[src/rtl/baud_pkg.sv]
// Shared widths and standard divisor settings for the UART timing generator.
package baud_pkg;

  localparam int DIV_W_DEF      = 16;
  localparam int FRAC_W_DEF     = 4;
  localparam int OVERSAMPLE_DEF = 16;

  // Index width for an oversample count; OVERSAMPLE is a power of two >= 4.
  function automatic int os_idx_w(input int os);
    return $clog2(os);
  endfunction

  localparam int OS_IDX_W_DEF = os_idx_w(OVERSAMPLE_DEF);

  // 12 MHz system clock, 16x oversample: div + frac/16 cycles per os tick.
  localparam int BAUD9600_DIV    = 78;  // 78.125
  localparam int BAUD9600_FRAC   = 2;
  localparam int BAUD19200_DIV   = 39;  // 39.0625
  localparam int BAUD19200_FRAC  = 1;
  localparam int BAUD115200_DIV  = 6;   // 6.5 (target 6.51)
  localparam int BAUD115200_FRAC = 8;

endpackage

[src/rtl/baud_gen_if.sv]
// Divisor configuration handshake: source offers div/frac with valid, sink accepts with ready.
interface baud_gen_if #(
  parameter int DIV_W  = 16,
  parameter int FRAC_W = 4
);
  logic              valid;
  logic              ready;
  logic [DIV_W-1:0]  div;
  logic [FRAC_W-1:0] frac;

  modport master (output valid, output div, output frac, input ready);
  modport slave  (input valid, input div, input frac, output ready);
endinterface

[src/rtl/frac_divider.sv]
// Fractional cycle divider: emits a raw strobe every div or div+1 enabled cycles,
// with the +1 interval chosen by the carry of a fractional accumulator.
module frac_divider #(
  parameter int DIV_W  = 16,
  parameter int FRAC_W = 4
) (
  input  logic              i_clk,
  input  logic              i_rst_n,
  input  logic              i_en,
  input  logic              i_clr,
  input  logic [DIV_W-1:0]  i_div,
  input  logic [FRAC_W-1:0] i_frac,
  output logic              o_stb
);
  logic [DIV_W-1:0]  cnt_q, cnt_d;
  logic [FRAC_W-1:0] acc_q, acc_d;
  logic              carry_q, carry_d;
  logic [DIV_W-1:0]  div_eff, last_cnt;

  // Divisors below 2 cannot produce distinct strobes; clamp to 2.
  assign div_eff  = (i_div < DIV_W'(2)) ? DIV_W'(2) : i_div;
  assign last_cnt = carry_q ? div_eff : div_eff - DIV_W'(1);
  assign o_stb    = i_en && (cnt_q == last_cnt);

  // Count enabled cycles; at interval end wrap and accumulate the fraction.
  always_comb begin
    cnt_d   = cnt_q;
    acc_d   = acc_q;
    carry_d = carry_q;
    if (i_clr) begin
      cnt_d   = '0;
      acc_d   = '0;
      carry_d = 1'b0;
    end else if (i_en) begin
      if (cnt_q == last_cnt) begin
        cnt_d            = '0;
        {carry_d, acc_d} = {1'b0, acc_q} + {1'b0, i_frac};
      end else begin
        cnt_d = cnt_q + DIV_W'(1);
      end
    end
  end

  // State register.
  always_ff @(posedge i_clk) begin
    if (!i_rst_n) begin
      cnt_q   <= '0;
      acc_q   <= '0;
      carry_q <= 1'b0;
    end else begin
      cnt_q   <= cnt_d;
      acc_q   <= acc_d;
      carry_q <= carry_d;
    end
  end
endmodule

[src/rtl/baud_gen.sv]
// UART timing generator: oversample/baud/mid-bit strobes, legacy baud square
// wave, and a divisor slot that switches rate only on a bit boundary.
module baud_gen
  import baud_pkg::*;
#(
  parameter int                DIV_W      = DIV_W_DEF,
  parameter int                FRAC_W     = FRAC_W_DEF,
  parameter int                OVERSAMPLE = OVERSAMPLE_DEF,
  parameter logic [DIV_W-1:0]  RST_DIV    = DIV_W'(BAUD9600_DIV),
  parameter logic [FRAC_W-1:0] RST_FRAC   = FRAC_W'(BAUD9600_FRAC),
  localparam int               OS_IDX_W   = os_idx_w(OVERSAMPLE)
) (
  input  logic                i_clk,
  input  logic                i_rst_n,
  input  logic                i_en,
  baud_gen_if.slave           cfg,
  input  logic                i_sync,
  output logic                o_os_tick,
  output logic                o_baud_tick,
  output logic                o_mid_tick,
  output logic [OS_IDX_W-1:0] o_os_idx,
  output logic                o_clk
);
  localparam logic [OS_IDX_W-1:0] MID_IDX = OS_IDX_W'(OVERSAMPLE / 2);

  logic                os_tick_q, os_tick_d, baud_tick_q, baud_tick_d, mid_tick_q, mid_tick_d;
  logic [OS_IDX_W-1:0] os_idx_q, os_idx_d, idx_inc;
  logic                clk_q, clk_d;
  logic                pend_q, pend_d;
  logic [DIV_W-1:0]    pend_div_q, pend_div_d, act_div_q, act_div_d;
  logic [FRAC_W-1:0]   pend_frac_q, pend_frac_d, act_frac_q, act_frac_d;
  logic                stb, apply, clr;

  frac_divider #(.DIV_W(DIV_W), .FRAC_W(FRAC_W)) u_div (
    .i_clk  (i_clk),
    .i_rst_n(i_rst_n),
    .i_en   (i_en && !i_sync),
    .i_clr  (clr),
    .i_div  (act_div_q),
    .i_frac (act_frac_q),
    .o_stb  (stb)
  );

  assign idx_inc   = os_idx_q + OS_IDX_W'(1);
  assign cfg.ready = !pend_q;

  // Tick decode, bit phase and config slot; a pending rate lands on a bit
  // boundary (baud tick), while idle (i_en low), or on sync.
  always_comb begin
    os_tick_d   = 1'b0;
    baud_tick_d = 1'b0;
    mid_tick_d  = 1'b0;
    os_idx_d    = os_idx_q;
    clk_d       = clk_q;
    pend_d      = pend_q;
    pend_div_d  = pend_div_q;
    pend_frac_d = pend_frac_q;
    act_div_d   = act_div_q;
    act_frac_d  = act_frac_q;
    apply       = 1'b0;
    if (i_sync) begin
      os_idx_d = '0;
      clk_d    = 1'b0;
      apply    = pend_q;
    end else if (i_en) begin
      if (stb) begin
        os_tick_d   = 1'b1;
        os_idx_d    = idx_inc;
        baud_tick_d = (idx_inc == '0);
        mid_tick_d  = (idx_inc == MID_IDX);
        if (baud_tick_d || mid_tick_d) clk_d = !clk_q;
        if (baud_tick_d && pend_q) begin
          apply = 1'b1;
          clk_d = 1'b0;
        end
      end
    end else if (pend_q) begin
      apply    = 1'b1;
      os_idx_d = '0;
      clk_d    = 1'b0;
    end
    if (apply) begin
      act_div_d  = pend_div_q;
      act_frac_d = pend_frac_q;
      pend_d     = 1'b0;
    end
    if (cfg.valid && !pend_q) begin
      pend_d      = 1'b1;
      pend_div_d  = cfg.div;
      pend_frac_d = cfg.frac;
    end
  end

  assign clr = i_sync || apply;

  // State register; reset restores the power-on rate and drops any pending config.
  always_ff @(posedge i_clk) begin
    if (!i_rst_n) begin
      os_tick_q   <= 1'b0;
      baud_tick_q <= 1'b0;
      mid_tick_q  <= 1'b0;
      os_idx_q    <= '0;
      clk_q       <= 1'b0;
      pend_q      <= 1'b0;
      pend_div_q  <= '0;
      pend_frac_q <= '0;
      act_div_q   <= RST_DIV;
      act_frac_q  <= RST_FRAC;
    end else begin
      os_tick_q   <= os_tick_d;
      baud_tick_q <= baud_tick_d;
      mid_tick_q  <= mid_tick_d;
      os_idx_q    <= os_idx_d;
      clk_q       <= clk_d;
      pend_q      <= pend_d;
      pend_div_q  <= pend_div_d;
      pend_frac_q <= pend_frac_d;
      act_div_q   <= act_div_d;
      act_frac_q  <= act_frac_d;
    end
  end

  assign o_os_tick   = os_tick_q;
  assign o_baud_tick = baud_tick_q;
  assign o_mid_tick  = mid_tick_q;
  assign o_os_idx    = os_idx_q;
  assign o_clk       = clk_q;
endmodule

[src/flat_wrapper.sv]
// flat-port wrapper written by rule: the top's interface ports become plain ports
module baud_gen_flat import baud_pkg::*;
#(
  parameter int                DIV_W      = DIV_W_DEF,
  parameter int                FRAC_W     = FRAC_W_DEF,
  parameter int                OVERSAMPLE = OVERSAMPLE_DEF,
  parameter logic [DIV_W-1:0]  RST_DIV    = DIV_W'(BAUD9600_DIV),
  parameter logic [FRAC_W-1:0] RST_FRAC   = FRAC_W'(BAUD9600_FRAC),
  localparam int               OS_IDX_W   = os_idx_w(OVERSAMPLE)
)
  (i_clk, i_rst_n, i_en, i_sync, o_os_tick, o_baud_tick, o_mid_tick, o_os_idx, o_clk, cfg_valid, cfg_div, cfg_frac, cfg_ready);
  baud_gen_if #(.DIV_W(DIV_W), .FRAC_W(FRAC_W)) cfg_i ();
  input  logic i_clk;
  input  logic i_rst_n;
  input  logic i_en;
  input  logic i_sync;
  output logic o_os_tick;
  output logic o_baud_tick;
  output logic o_mid_tick;
  output logic [OS_IDX_W-1:0] o_os_idx;
  output logic o_clk;
  input wire logic [$bits(cfg_i.valid)-1:0] cfg_valid;
  input wire logic [$bits(cfg_i.div)-1:0] cfg_div;
  input wire logic [$bits(cfg_i.frac)-1:0] cfg_frac;
  output wire logic [$bits(cfg_i.ready)-1:0] cfg_ready;
  assign cfg_i.valid = cfg_valid;
  assign cfg_i.div = cfg_div;
  assign cfg_i.frac = cfg_frac;
  assign cfg_ready = cfg_i.ready;
  baud_gen #(.DIV_W(DIV_W), .FRAC_W(FRAC_W), .OVERSAMPLE(OVERSAMPLE), .RST_DIV(RST_DIV), .RST_FRAC(RST_FRAC)) u_core (.i_clk(i_clk), .i_rst_n(i_rst_n), .i_en(i_en), .cfg(cfg_i), .i_sync(i_sync), .o_os_tick(o_os_tick), .o_baud_tick(o_baud_tick), .o_mid_tick(o_mid_tick), .o_os_idx(o_os_idx), .o_clk(o_clk));
endmodule
[config.mk]
export PLATFORM = sky130hd
export DESIGN_NAME = baud_gen_flat
export DESIGN_NICKNAME = d
export VERILOG_FILES = /design/src/rtl/baud_pkg.sv /design/src/rtl/baud_gen_if.sv /design/src/rtl/frac_divider.sv /design/src/rtl/baud_gen.sv /design/src/flat_wrapper.sv
export SDC_FILE = /design/constraint.sdc
export NUM_CORES = 1
export LEC_CHECK = 0
export BUFFER_PORTS_ARGS = -buffer_cell sky130_fd_sc_hd__buf_4
export CAP_MARGIN = 5
export CORE_UTILIZATION = 32
export DETAILED_ROUTE_END_ITERATION = 16
export GPL_TIMING_DRIVEN = 1
export PLACE_DENSITY = 0.54
export REMOVE_ABC_BUFFERS = 1
export SLEW_MARGIN = 10
export SYNTH_ARGS = -nofsm -noshare
export SYNTH_HDL_FRONTEND = slang
export SYNTH_SLANG_ARGS = --single-unit
[constraint.sdc]
create_clock -name i_clk -period 4.6 [get_ports i_clk]
set_clock_uncertainty 0.1 [all_clocks]
set_input_delay 0.69 -clock i_clk [delete_from_list [all_inputs] [get_ports i_clk]]
set_output_delay 0.69 -clock i_clk [all_outputs]
set_load 0.1 [all_outputs]
==> impl_results.md, run 1 <==
- Status: finished, final reports clean
- CTS Sinks: 70
- Drc violations: 0
- Hold Path Origin: u_core.pend_div_q[9]
- Clock root cell: clkbuf_16
- Critical path type: reg2reg
- Critical path endpoint category: flip-flop
- Die area: 13200 um2
- Ys Warns: 0
- Setup violations, final: 0
- Req. time, crit path: 4720 ps
- Min cycle time layout: 4290 ps
- Number of enable flip-flop cells after synthesis: 0
- GPL Wtd Cong: about 0.87
- Synth cell types: 56
- H-tree depth: 3
- Die H: 115 um
- Io pins: 34
- Via count: 3621
- Synthesized area: 4060 um2
- Final hold slack: ~380 ps
- Logic pwr share: 0.096
- Worst R2R Start: u_core.act_div_q[3]
- Total grt overflow: 0
- Post-DP HPWL: approximately 6.7 mm
- Die Width: 115 um
- RSZ-0062 raised after global routing: false
- Synth Area per Inst: 8.14 um2
- Internal power: about 0.0011 W
- R2R setup slack: 310 ps
- Worst-path cell chain: nor3_1 > nand2_1 > o21ai_0 > ha_1 > or3b_1 > or3_1 > a2111o_1 > a21oi_2 > o211ai_2 > nor4_4 > buf_12 > a2bb2oi_2 > nor2b_1
- Worst R2R End: u_core.u_div.acc_q[1]
- Sequential area share after synthesis: 0.345
- Largest net degree at the start of global routing: 53
- Gr usage total: 0.165
- Worst reg2reg path depth: 13
- Cells after synthesis: 499
- Crit path max-delay family: simple AND/OR/NAND/NOR gates
- Layout cells sized above 1: 0.120
- Post_cts resized: 0
- Post-synth top flop: dfxtp_1
- CTS clock-pin slew for the worst setup and hold paths: 50 ps
- CTS tree: built
- Routed WL per cell: 14.6 um
- Port Buf Inserts: 33
- Max_slew headroom: 0.367
- Async set or reset register ratio after synthesis: 0
- Initial Utilization: 0.333
- Sw Ratio: 0.252
- Hold Path Cell Cnt: 2
- Cell Pwr Density: ~300 nW/um2
- CORE AREA: 12200 um2
- Worst min-delay path class: reg2reg
- Post-route setup TNS: 0 ps
- Vias in the first global route: 3327
- Setup bufs post-CTS: 0
- Row cnt: 40
- Max incr delay on CP: 440 ps
- DRT antenna net count: 0
- Worst Max-Slew Pin Slew: 949 ps
- Max-cap violations: 0
- Sequential power share: 0.458
- First DRT Iteration DRCs: ~180
- Arr. time, crit path: 4410 ps
- Max Root-Sink Buffers: 2
- Crit Path Max Fanout: 42
- N_diodes: 0
- Initial antenna violation count: 0
- Clock Latency Late Sink: 340 ps
- Total CTS buffers: 9
- Drt via density: approximately 5.3
- Buf/Inv on CP: 1
- FF+latch count, synth: 70
- First-pass GRT wire length: 16.8 mm
- Peak VDD IR: about 0.13 mV
- Max-slew violation count: 0
- Area growth from synthesis to layout: 15.6%
- Fmax: 233 MHz
- Max stage delay cell, worst path: or3b_1
- Crit share post-route: 0.932
- Hold-fix buffers, CTS: 0
- Leakage power total: between 1.5 and 2 nW
- Psw: 0.000356 W
- Final-stage net count: 545
- Final WL: 9.98 mm
- Clock Power Share: 0.447
- Crit path launch type: flip-flop
- Fin. Hold Viols: 0
- Worst Hold Path EP: u_core.pend_div_q[9]
- DR pass1 iterations: 4
[worst max path at each step]
stage                                     from                endpoint  cells after the start
final                      u_core.act_div_q[3]   u_core.u_div.acc_q[1]                     13
after floorplan           u_core.act_div_q[11]   u_core.u_div.acc_q[0]                     12
after CTS                  u_core.act_div_q[3]  u_core.u_div.cnt_q[10]                     12
after global placement    u_core.act_div_q[11]    u_core.u_div.carry_q                     13
after global routing      u_core.act_div_q[11]    u_core.u_div.carry_q                     13
after detailed placement   u_core.act_div_q[3]   u_core.u_div.cnt_q[8]                     12
[layer usage]
layer / vias to the layer above / GRT usage / wire length [um]
met2: 71 / 0.246 / 4410
met4: 0 / 0.0805 / 189
met3: 12 / 0.0355 / 379
li1: 1838 / - / -
met5: - / 0 / 0
met1: 1700 / 0.225 / 5000
[cell type report]
class                   instances  area, um2
inverters                       7       26.3
clock buffers                  15        258
repair buffers                 40        313
clock inverters                 1       5.00
multi-input cells             383       2480
flip-flops and latches         70       1400
well taps                     168        210
fillers                      1283       7510
[worst min-delay path, delay by kind of cell (launching register included)]
kind	cells	cell delay, ps
flops	1	320
compound gates	1	60
simple gates	1	50
[registers in the layout (all words and copies together), names as in the netlist]
| name | count |
|---|---|
| u_core.o_os_tick | 1 |
| u_core.o_clk | 1 |
| u_core.u_div.carry_q | 1 |
| u_core.pend_frac_q | 4 |
| u_core.pend_div_q | 16 |
| u_core.o_baud_tick | 1 |
| u_core.pend_q | 1 |
| u_core.u_div.acc_q | 4 |
| u_core.act_frac_q | 4 |
| u_core.u_div.cnt_q | 16 |
| u_core.act_div_q | 16 |
| u_core.o_mid_tick | 1 |
| u_core.o_os_idx | 4 |
[cells in the mapped netlist (2+ instances only)]
cell type / count / share of area
a21boi_0: 20 / 0.037
a21o_1: 3 / 0.0055
a21oi_1: 9 / 0.011
and2_1: 4 / 0.0062
and3_1: 6 / 0.0092
and3b_1: 2 / 0.0043
buf_1: 2 / 0.0018
buf_2: 5 / 0.0062
clkbuf_1: 31 / 0.029
dfxtp_1: 70 / 0.34
ha_1: 8 / 0.025
inv_1: 7 / 0.0065
mux2_2: 2 / 0.0055
mux2i_1: 5 / 0.012
nand2_1: 70 / 0.065
nand2b_1: 3 / 0.0046
nand3_1: 22 / 0.027
nand3b_1: 9 / 0.017
nand4_1: 50 / 0.077
nand4b_1: 20 / 0.043
nor2_1: 39 / 0.036
nor2b_1: 4 / 0.0062
nor3_1: 10 / 0.012
nor3b_1: 2 / 0.0037
nor4_1: 4 / 0.0062
nor4b_1: 2 / 0.0043
o2111ai_1: 2 / 0.0043
o211a_1: 6 / 0.015
o21ai_0: 12 / 0.015
o221ai_1: 2 / 0.0043
o31ai_1: 2 / 0.0037
or3_1: 4 / 0.0062
or4_1: 2 / 0.0037
or4b_1: 3 / 0.0074
xnor2_1: 18 / 0.039
xor2_1: 19 / 0.041
[cell families after synthesis]
group                      share of synthesized area
AOI/OAI and AO/OA                              0.122
xor gates and xnor gates                      0.0797
adders and majority gates                     0.0296
buffers and inverters                         0.0450
DFF                                            0.345
muxes                                         0.0206
and+or+nand+nor                                0.358
[through the flow]
step / cell area, um2 / std cells / power (W) / worst slack [ps] / util
floorplan: 3910 / 460 / 0.000732 / 369 / -
global placement: 4430 / 668 / 0.000792 / 490 / 0.363
detailed placement: 4430 / 668 / 0.000795 / 393 / 0.363
CTS: 4700 / 684 / 0.00143 / 329 / 0.385
global route: 4700 / 684 / 0.00148 / 44.1 / 0.385
finish: 4700 / 684 / 0.00141 / 311 / 0.385
[cells in the final DEF, fill, tap and decap left out, types with 10 or more instances in the layout]
cell type	synthesis	routed
xor2_1	19	19
nand2_1	70	70
dfxtp_1	70	70
nand3_1	22	22
nand4_1	50	50
buf_4	1	39
a21boi_0	20	20
xnor2_1	18	18
nand4b_1	20	20
o21ai_0	12	12
nor2_1	39	39
nor3_1	10	10
[power groups by stage]
stage	sequential, W	clock [W]	combinational (W)
4_1_cts	0.000646	0.000645	0.000136
2_1_floorplan	0.000657	0	0.0000755
3_3_place_gp	0.000659	0	0.000133
6_report	0.000647	0.000631	0.000135
5_1_grt	0.000649	0.000681	0.000151
3_5_place_dp	0.000659	0	0.000135
No activity file was read; power rests on OpenSTA's default activity.
==> run 2, diff against run 1 <==
ABC_AREA = 1   (was not set)
MAX_ROUTING_LAYER = met4   (was not set)
==> run 2 against run 1 <==
Effect of this change: cell count rose by 16%; flip-flop and latch count did not move; first-iteration DRC count rose by 6.2%; global-route usage rose by 0.31 points; die area fell by 1.8%; clock-buffer cell count fell by 5; sequential power rose by 2%; critical path depth rose by 7; via count rose by 0.58%; highest routed layer unchanged.
==> impl_results.md, run 2 <==
- Synth cell types: 39 (-30%)
- DRT antenna net count: 0 (unchanged)
- Req. time, crit path: 4710 ps (about the same)
- Async set or reset register ratio after synthesis: 0 (unchanged)
- Post-route setup TNS: 0 ps (unchanged)
- Most common cell after layout, fill and taps aside: nor2_1
- Final hold slack: 356 ps (-26.9 ps)
- CORE AREA: 12100 um2 (-1.2%)
- Clock root cell: clkbuf_16
- Fin. Hold Viols: 0 (unchanged)
- First-pass GRT wire length: 16.5 mm (-2.1%)
- Post-DP HPWL: 7.25 mm (+7.8%)
- Initial antenna violation count: 0 (unchanged)
- Die area: 12900 um2 (-1.8%)
- DP Area: 4360 um2 (-1.6%)
- Sequential area share after synthesis: 0.351 (+0.00660)
- Fmax: 271 MHz (+16%)
- DR pass1 iterations: 4 (unchanged)
- Post-synth top area share: 0.351 (+0.00660)
- Worst setup margin: 912 ps (+600 ps)
- Drt via density: 4.59 (-13%)
- Largest net degree at the start of global routing: 42 (-21%)
- Cells after synthesis: 594 (+19%)
- Crit share post-route: 0.802 (-0.130)
- Max-slew violation count: 0 (unchanged)
- Setup bufs post-CTS: 0 (unchanged)
- Die H: 114 um (-0.92%)
- Worst min-delay path class: reg2reg
- Max stage delay cell, worst path: nand3_1
- Die Width: 114 um (-0.92%)
- Post-synth top cells: 121 x nor2_1, 107 x nand2_1, 70 x dfxtp_1
- Max-cap violations: 0 (unchanged)
- Buf/Inv on CP: 2 (+1)
- CP most frequent cell: nor2_1
- Pre-CTS setup slack: 887 ps (+493 ps)
- Crit Path Max Fanout: 16 (-62%)
- Leakage power total: 2.01 nW (+19%)
- CTS clock-pin slew for the worst setup and hold paths: 60 ps (about the same)
- Setup violations, final: 0 (unchanged)
- Area growth from synthesis to layout: 16.7%
- Arr. time, crit path: 3800 ps (-610 ps)
- H-tree depth: 3 (unchanged)
- Worst-path cell chain: nor2_1 > nand2_1 > nor2_2 > nand2_4 > nand2_2 > ha_1 > nand3_2 > nor2_2 > nand2_1 > xor2_1 > inv_1 > nor2_1 > inv_1 > nand2_1 > nor2_1 > nand3_1 > nor2_4 > nand3_2 > nand3_1 > nor2_1
- Finished Cell Area: 4650 um2 (-0.96%)
- Critical path endpoint category: flip-flop
- Biggest registers after layout: u_core.act_div_q x16, u_core.pend_div_q x16, u_core.u_div.cnt_q x16
- Synthesized area: 3990 um2 (-1.9%)
- Critical path type: reg2reg
- Most frequent cells in the layout: 121 x nor2_1, 107 x nand2_1, 70 x dfxtp_1, 67 x nand3_1, 64 x inv_1
- Crit path launch type: flip-flop
- FF+latch count, synth: 70 (unchanged)
- Total grt overflow: 0 (unchanged)
- Io pins: 34 (unchanged)
- Max incr delay on CP: 510 ps (+70 ps)
- Hold Path Origin: u_core.pend_div_q[3]
- Worst R2R Start: u_core.act_div_q[11]
- Post_cts resized: 0 (unchanged)
- Max_slew headroom: 0.545 (+0.178)
- Status: finished, final reports clean
- N_diodes: 0 (unchanged)
- R2R setup slack: 910 ps (+600 ps)
- RSZ-0062 raised after global routing: false
- Port Buf Inserts: 33 (unchanged)
- Synth Area per Inst: 6.71 um2 (-18%)
- First DRT Iteration DRCs: 188 (+6.2%)
- Number of enable flip-flop cells after synthesis: 0 (unchanged)
- Max Root-Sink Buffers: 2 (unchanged)
- Peak VDD IR: 0.156 mV (+23%)
- Ys Warns: 0 (unchanged)
- Via count: 3642 (+0.58%)
- Gr usage total: 0.168 (+0.00307)
- Clock Latency Late Sink: 340 ps (about the same)
- Cell Pwr Density: 327 nW/um2 (+8.8%)
- Most common cell in the synthesized netlist: nor2_1
- Total power: 0.00152 W (+7.7%)
- Final WL: 9.59 mm (-3.9%)
- Biggest area consumer among synthesized cells: dfxtp_1
- Vias in the first global route: 3440 (+3.4%)
- Worst Max-Slew Pin Slew: 681 ps (-269 ps)
- Total CTS buffers: 9 (unchanged)
- Hold-fix buffers, CTS: 0 (unchanged)
- Worst setup path startpoint: u_core.act_div_q[11]
- CTS Sinks: 70 (unchanged)
- Crit path max-delay family: simple AND/OR/NAND/NOR gates
- CTS tree: built
- Min cycle time layout: 3690 ps (-600 ps)
- Initial Utilization: 0.331 (-0.00219)
- Row cnt: 40 (unchanged)
- GPL Wtd Cong: 0.901 (+3.7%)
- Drc violations: 0 (unchanged)
- Layout cells sized above 1: 0.139 (+0.0190)
- Post-synth top flop: dfxtp_1
- Synth area leaders: dfxtp_1 35%, nor2_1 11%, nand2_1 10%
- Routed WL per cell: 12.1 um (-17%)
- Final-stage net count: 654 (+20%)
-- run 2: cell types whose count changed in the layout (fill, tap and decap cells not counted), sizes merged, moves of 11 or more --
cell / previous run / this run
nor2: 39 / 127
inv: 7 / 65
nand3: 22 / 70
nand2: 70 / 111
nand4: 50 / 12
a21oi: 10 / 31
nand4b: 20 / 0
o21ai: 12 / 32
a21boi: 20 / 1
xnor2: 18 / 7
-- run 2: power breakdown --
part,internal [W],leakage (nW),switching [W]
combinational,0.0000690,1.29,0.000111
clock,0.000418,0.143,0.000264
sequential,0.000634,0.572,0.0000254
total,0.00112,2.01,0.000400
-- run 2: logic make-up after synthesis --
kind of cell | after synthesis | share of synthesized area
compound gates | 69 | 0.100
flops | 70 | 0.351
xor+xnor | 21 | 0.0480
buf+inv | 86 | 0.0882
simple gates | 339 | 0.382
fa+ha+maj | 9 | 0.0301
-- run 2: path summary, 6_finish.rpt --
| kind | to | depth (start not counted) |
|---|---|---|
| setup / recovery | u_core.u_div.cnt_q[0] | 20 |
| hold / removal | u_core.act_div_q[3] | 2 |
| setup reg to reg | u_core.u_div.cnt_q[0] | 20 |
| hold reg to reg | u_core.act_div_q[3] | 2 |
-- run 2: metrics by stage --
step / cells / utilization
2_1_floorplan: 573 / -
4_1_cts: 793 / 0.386
3_5_place_dp: 777 / 0.362
6_report: 793 / 0.386
3_3_place_gp: 777 / 0.362
5_1_grt: 793 / 0.386
-- run 2: worst min-delay path: stages, from the launching register on --
cell     delay, ps
dfxtp_1        320
nand2_1         50
nand3_1         50
-- run 2: cell type report --
class / instances / area [um2]
clock buffers: 10 / 229
clock inverters: 6 / 61.3
fillers: 1269 / 7410
inverters: 65 / 245
multi-input cells: 438 / 2230
flip-flops and latches: 70 / 1400
well taps: 168 / 210
repair buffers: 36 / 270
-- run 2: metal layers --
layer	global-route usage	share of wire
met3	0.0276	0.040
met4	0.0772	0.020
met2	0.242	0.43
met5	-	0
met1	0.229	0.51
==> run 3, diff against run 2 <==
ABC_AREA = 0   (was 1)
PLACE_DENSITY = 0.56   (was 0.54)
clock period = 3 ns   (was 4.6 ns; I/O delays follow)
==> run 3 against run 2 <==
Effect of this change: the run now ends with setup timing left; via count increased by 4.3%; power increased by 51%; critical path type unchanged; largest cell class unchanged; core utilization increased by 4.6 points; first-iteration DRC count decreased by 24%.
==> impl_results.md, run 3 (synthesized netlist as in run 1, its figures left out) <==
- Initial Utilization: 0.333 (+0.00219)
- N_diodes: 0 (unchanged)
- Die area: 13200 um2 (+1.9%)
- Most frequent cells in the layout: 78 x buf_4, 70 x nand2_1, 67 x dfxtp_1, 50 x nand4_1, 37 x nor2_1
- Worst setup path startpoint: u_core.act_div_q[10]
- Clock Power Share: 0.458 (+0.009)
- Io pins: 34 (unchanged)
- R2R setup slack: -650 ps (-1560 ps)
- Peak VDD IR: 0.197 mV (+26%)
- Internal power: 0.00173 W (+54%)
- Post-DP HPWL: 7.42 mm (+2.3%)
- CTS tree: built
- Worst Max-Slew Pin Slew: 953 ps (+272 ps)
- Vias in the first global route: 3504 (+1.9%)
- Setup violations, final: 50 (+50)
- First-pass GRT wire length: 17.4 mm (+5.4%)
- Critical path type: reg2reg
- Final core occ: 0.431 (+0.0457)
- Drt via density: 5.20 (+13%)
- Sw Ratio: 0.247 (-0.0157)
- Pre-CTS setup slack: -751 ps (-1640 ps)
- Sequential power share: 0.428 (-0.005)
- Worst min-delay path class: in2reg
- Crit path launch type: flip-flop
- Area growth from synthesis to layout: 29.6%
- Crit Path Max Fanout: 7 (-9)
- Port Buf Inserts: 33 (unchanged)
- Gr usage total: 0.173 (+0.00443)
- Max-slew violation count: 0 (unchanged)
- DR pass1 iterations: 4 (unchanged)
- H-tree depth: 3 (unchanged)
- Largest net degree at the start of global routing: 84 (+100%)
- Cell Pwr Density: 436 nW/um2 (+33%)
- M1 WL: 5.28 mm (+7.8%)
- Top layer in use: met4
- Fin. Hold Viols: 0 (unchanged)
- Crit share post-route: 1.22 (+0.416)
- Max stage delay cell, worst path: or3b_4
- Initial antenna violation count: 0 (unchanged)
- Min cycle time layout: 3650 ps (-35.1 ps)
- Worst reg2reg path depth: 14 (-30%)
- Die H: 115 um (+0.93%)
- Worst-path cell chain: nor4_4 > nand3_1 > o21ai_1 > ha_2 > or3b_4 > or3_1 > a2111o_1 > a21oi_2 > o211ai_2 > nor4_4 > buf_6 > buf_6 > a2bb2oi_4 > nor2_1
- Arr. time, crit path: 3770 ps (-30 ps)
- Max_slew headroom: 0.365 (-0.180)
- Clock Latency Late Sink: 330 ps (about the same)
- DP Area: 4770 um2 (+9.4%)
- Hold-fix buffers, CTS: 0 (unchanged)
- CTS clock-pin slew for the worst setup and hold paths: 60 ps (about the same)
- Finished Cell Area: 5270 um2 (+13%)
- Max incr delay on CP: 380 ps (-130 ps)
- Routed met2 length: 4.92 mm (+20%)
- DRT antenna net count: 0 (unchanged)
- Final-stage net count: 592 (-9.5%)
- Final hold slack: 269 ps (-87.4 ps)
- Die Width: 115 um (+0.93%)
- Final WL: 10.8 mm (+12%)
- Critical Path End: u_core.u_div.acc_q[0]
- Worst setup margin: -653 ps (-1560 ps)
- Failing checks: setup timing
- Row cnt: 40 (unchanged)
- CTS Sinks: 70 (unchanged)
- Met3 wire length: 419 um (+8.5%)
- Logic pwr share: 0.114 (-0.004)
- GPL Wtd Cong: 0.854 (-5.2%)
- Most common cell after layout, fill and taps aside: buf_4
- Clock root cell: clkbuf_16
- Worst R2R Start: u_core.act_div_q[10]
- Drc violations: 0 (unchanged)
- RSZ-0062 raised after global routing: true
- Req. time, crit path: 3120 ps (-1590 ps)
- First DRT Iteration DRCs: 142 (-24%)
- Via count: 3799 (+4.3%)
- Status: finished with violations
- Total grt overflow: 0 (unchanged)
- Max Root-Sink Buffers: 2 (unchanged)
- Biggest registers after layout: u_core.act_div_q x16, u_core.pend_div_q x16, u_core.u_div.cnt_q x16
- CORE AREA: 12200 um2 (+1.2%)
- Max-cap violations: 0 (unchanged)
- Fmax: 274 MHz (+0.96%)
- Critical path endpoint category: flip-flop
- Layout cells sized above 1: 0.233 (+0.0939)
- Psw: 0.000568 W (+42%)
- Leakage power total: 2.00 nW (-0.54%)
- FILL cells: 1244 (-2.0%)
- Total CTS buffers: 9 (unchanged)
- Worst R2R End: u_core.u_div.acc_q[0]
- Routed WL per cell: 14.7 um (+22%)
[run 3: cell count changes in the layout (fill, tap and decap cells not counted), sizes merged, moves of 21 or more]
cell | before | now
nand2 | 111 | 70
inv | 65 | 7
nand4 | 12 | 50
buf | 36 | 85
a21oi | 31 | 10
nor2 | 127 | 39
nand3 | 70 | 22
[run 3: area by class of cell]
class	instances	area, um2	share of cell area
clock buffers	11	243	0.0461
multi-input cells	383	2590	0.491
clock inverters	4	47.5	0.00903
well taps	168	210	0.0399
inverters	7	26.3	0.00499
repair buffers	87	749	0.142
flip-flops and latches	70	1410	0.267
[run 3: worst min-delay path by stage]
| stage | start | end | slack (ps) | cells past startpoint |
|---|---|---|---|---|
| CTS | cfg_frac[2] | u_core.pend_frac_q[2] | 260 | 3 |
| global route | cfg_div[12] | u_core.pend_div_q[12] | 280 | 3 |
| global placement | u_core.pend_div_q[1] | u_core.pend_div_q[1] | 370 | 2 |
| finish | cfg_frac[0] | u_core.pend_frac_q[0] | 270 | 3 |
| detailed placement | u_core.pend_div_q[1] | u_core.pend_div_q[1] | 370 | 2 |
| floorplan | u_core.pend_div_q[1] | u_core.pend_div_q[1] | 350 | 2 |
[run 3: power by group through the flow]
stage	registers (W)	logic [W]	clock network [W]
floorplan	0.00101	0.000116	0
global placement	0.00100	0.000246	0
detailed placement	0.00100	0.000251	0
CTS	0.000982	0.000255	0.00108
global route	0.000987	0.000289	0.00112
finish	0.000984	0.000262	0.00105
[run 3: worst max-delay path, delay by kind of cell (launching register included)]
kind                       cells  cell delay [ps]
AOI/OAI and AO/OA              5             1120
buffers and inverters          2              290
DFF                            1              330
and+or+nand+nor                6             1500
adders and majority gates      1              190
[run 3: what timing repair did]
item	in CTS	in global routing
setup endpoints to repair	50	50
resized for setup	8	20
cloned	0	2
pin swaps	3	24
buffers inserted	1	5
[run 3: through the flow]
stage	total power, W	setup TNS, ps	cells
final	0.00230	-28090	730
after global routing	0.00240	-36550	730
after CTS	0.00231	-28910	724
after detailed placement	0.00125	-32920	708
after global placement	0.00125	-28530	708
after floorplan	0.00112	-49580	460
[run 3: metal layers]
metal	GRT usage	up-vias
met5	-	-
met4	0.0597	0
met3	0.0312	11
met2	0.254	66
met1	0.236	1790
li1	-	1932
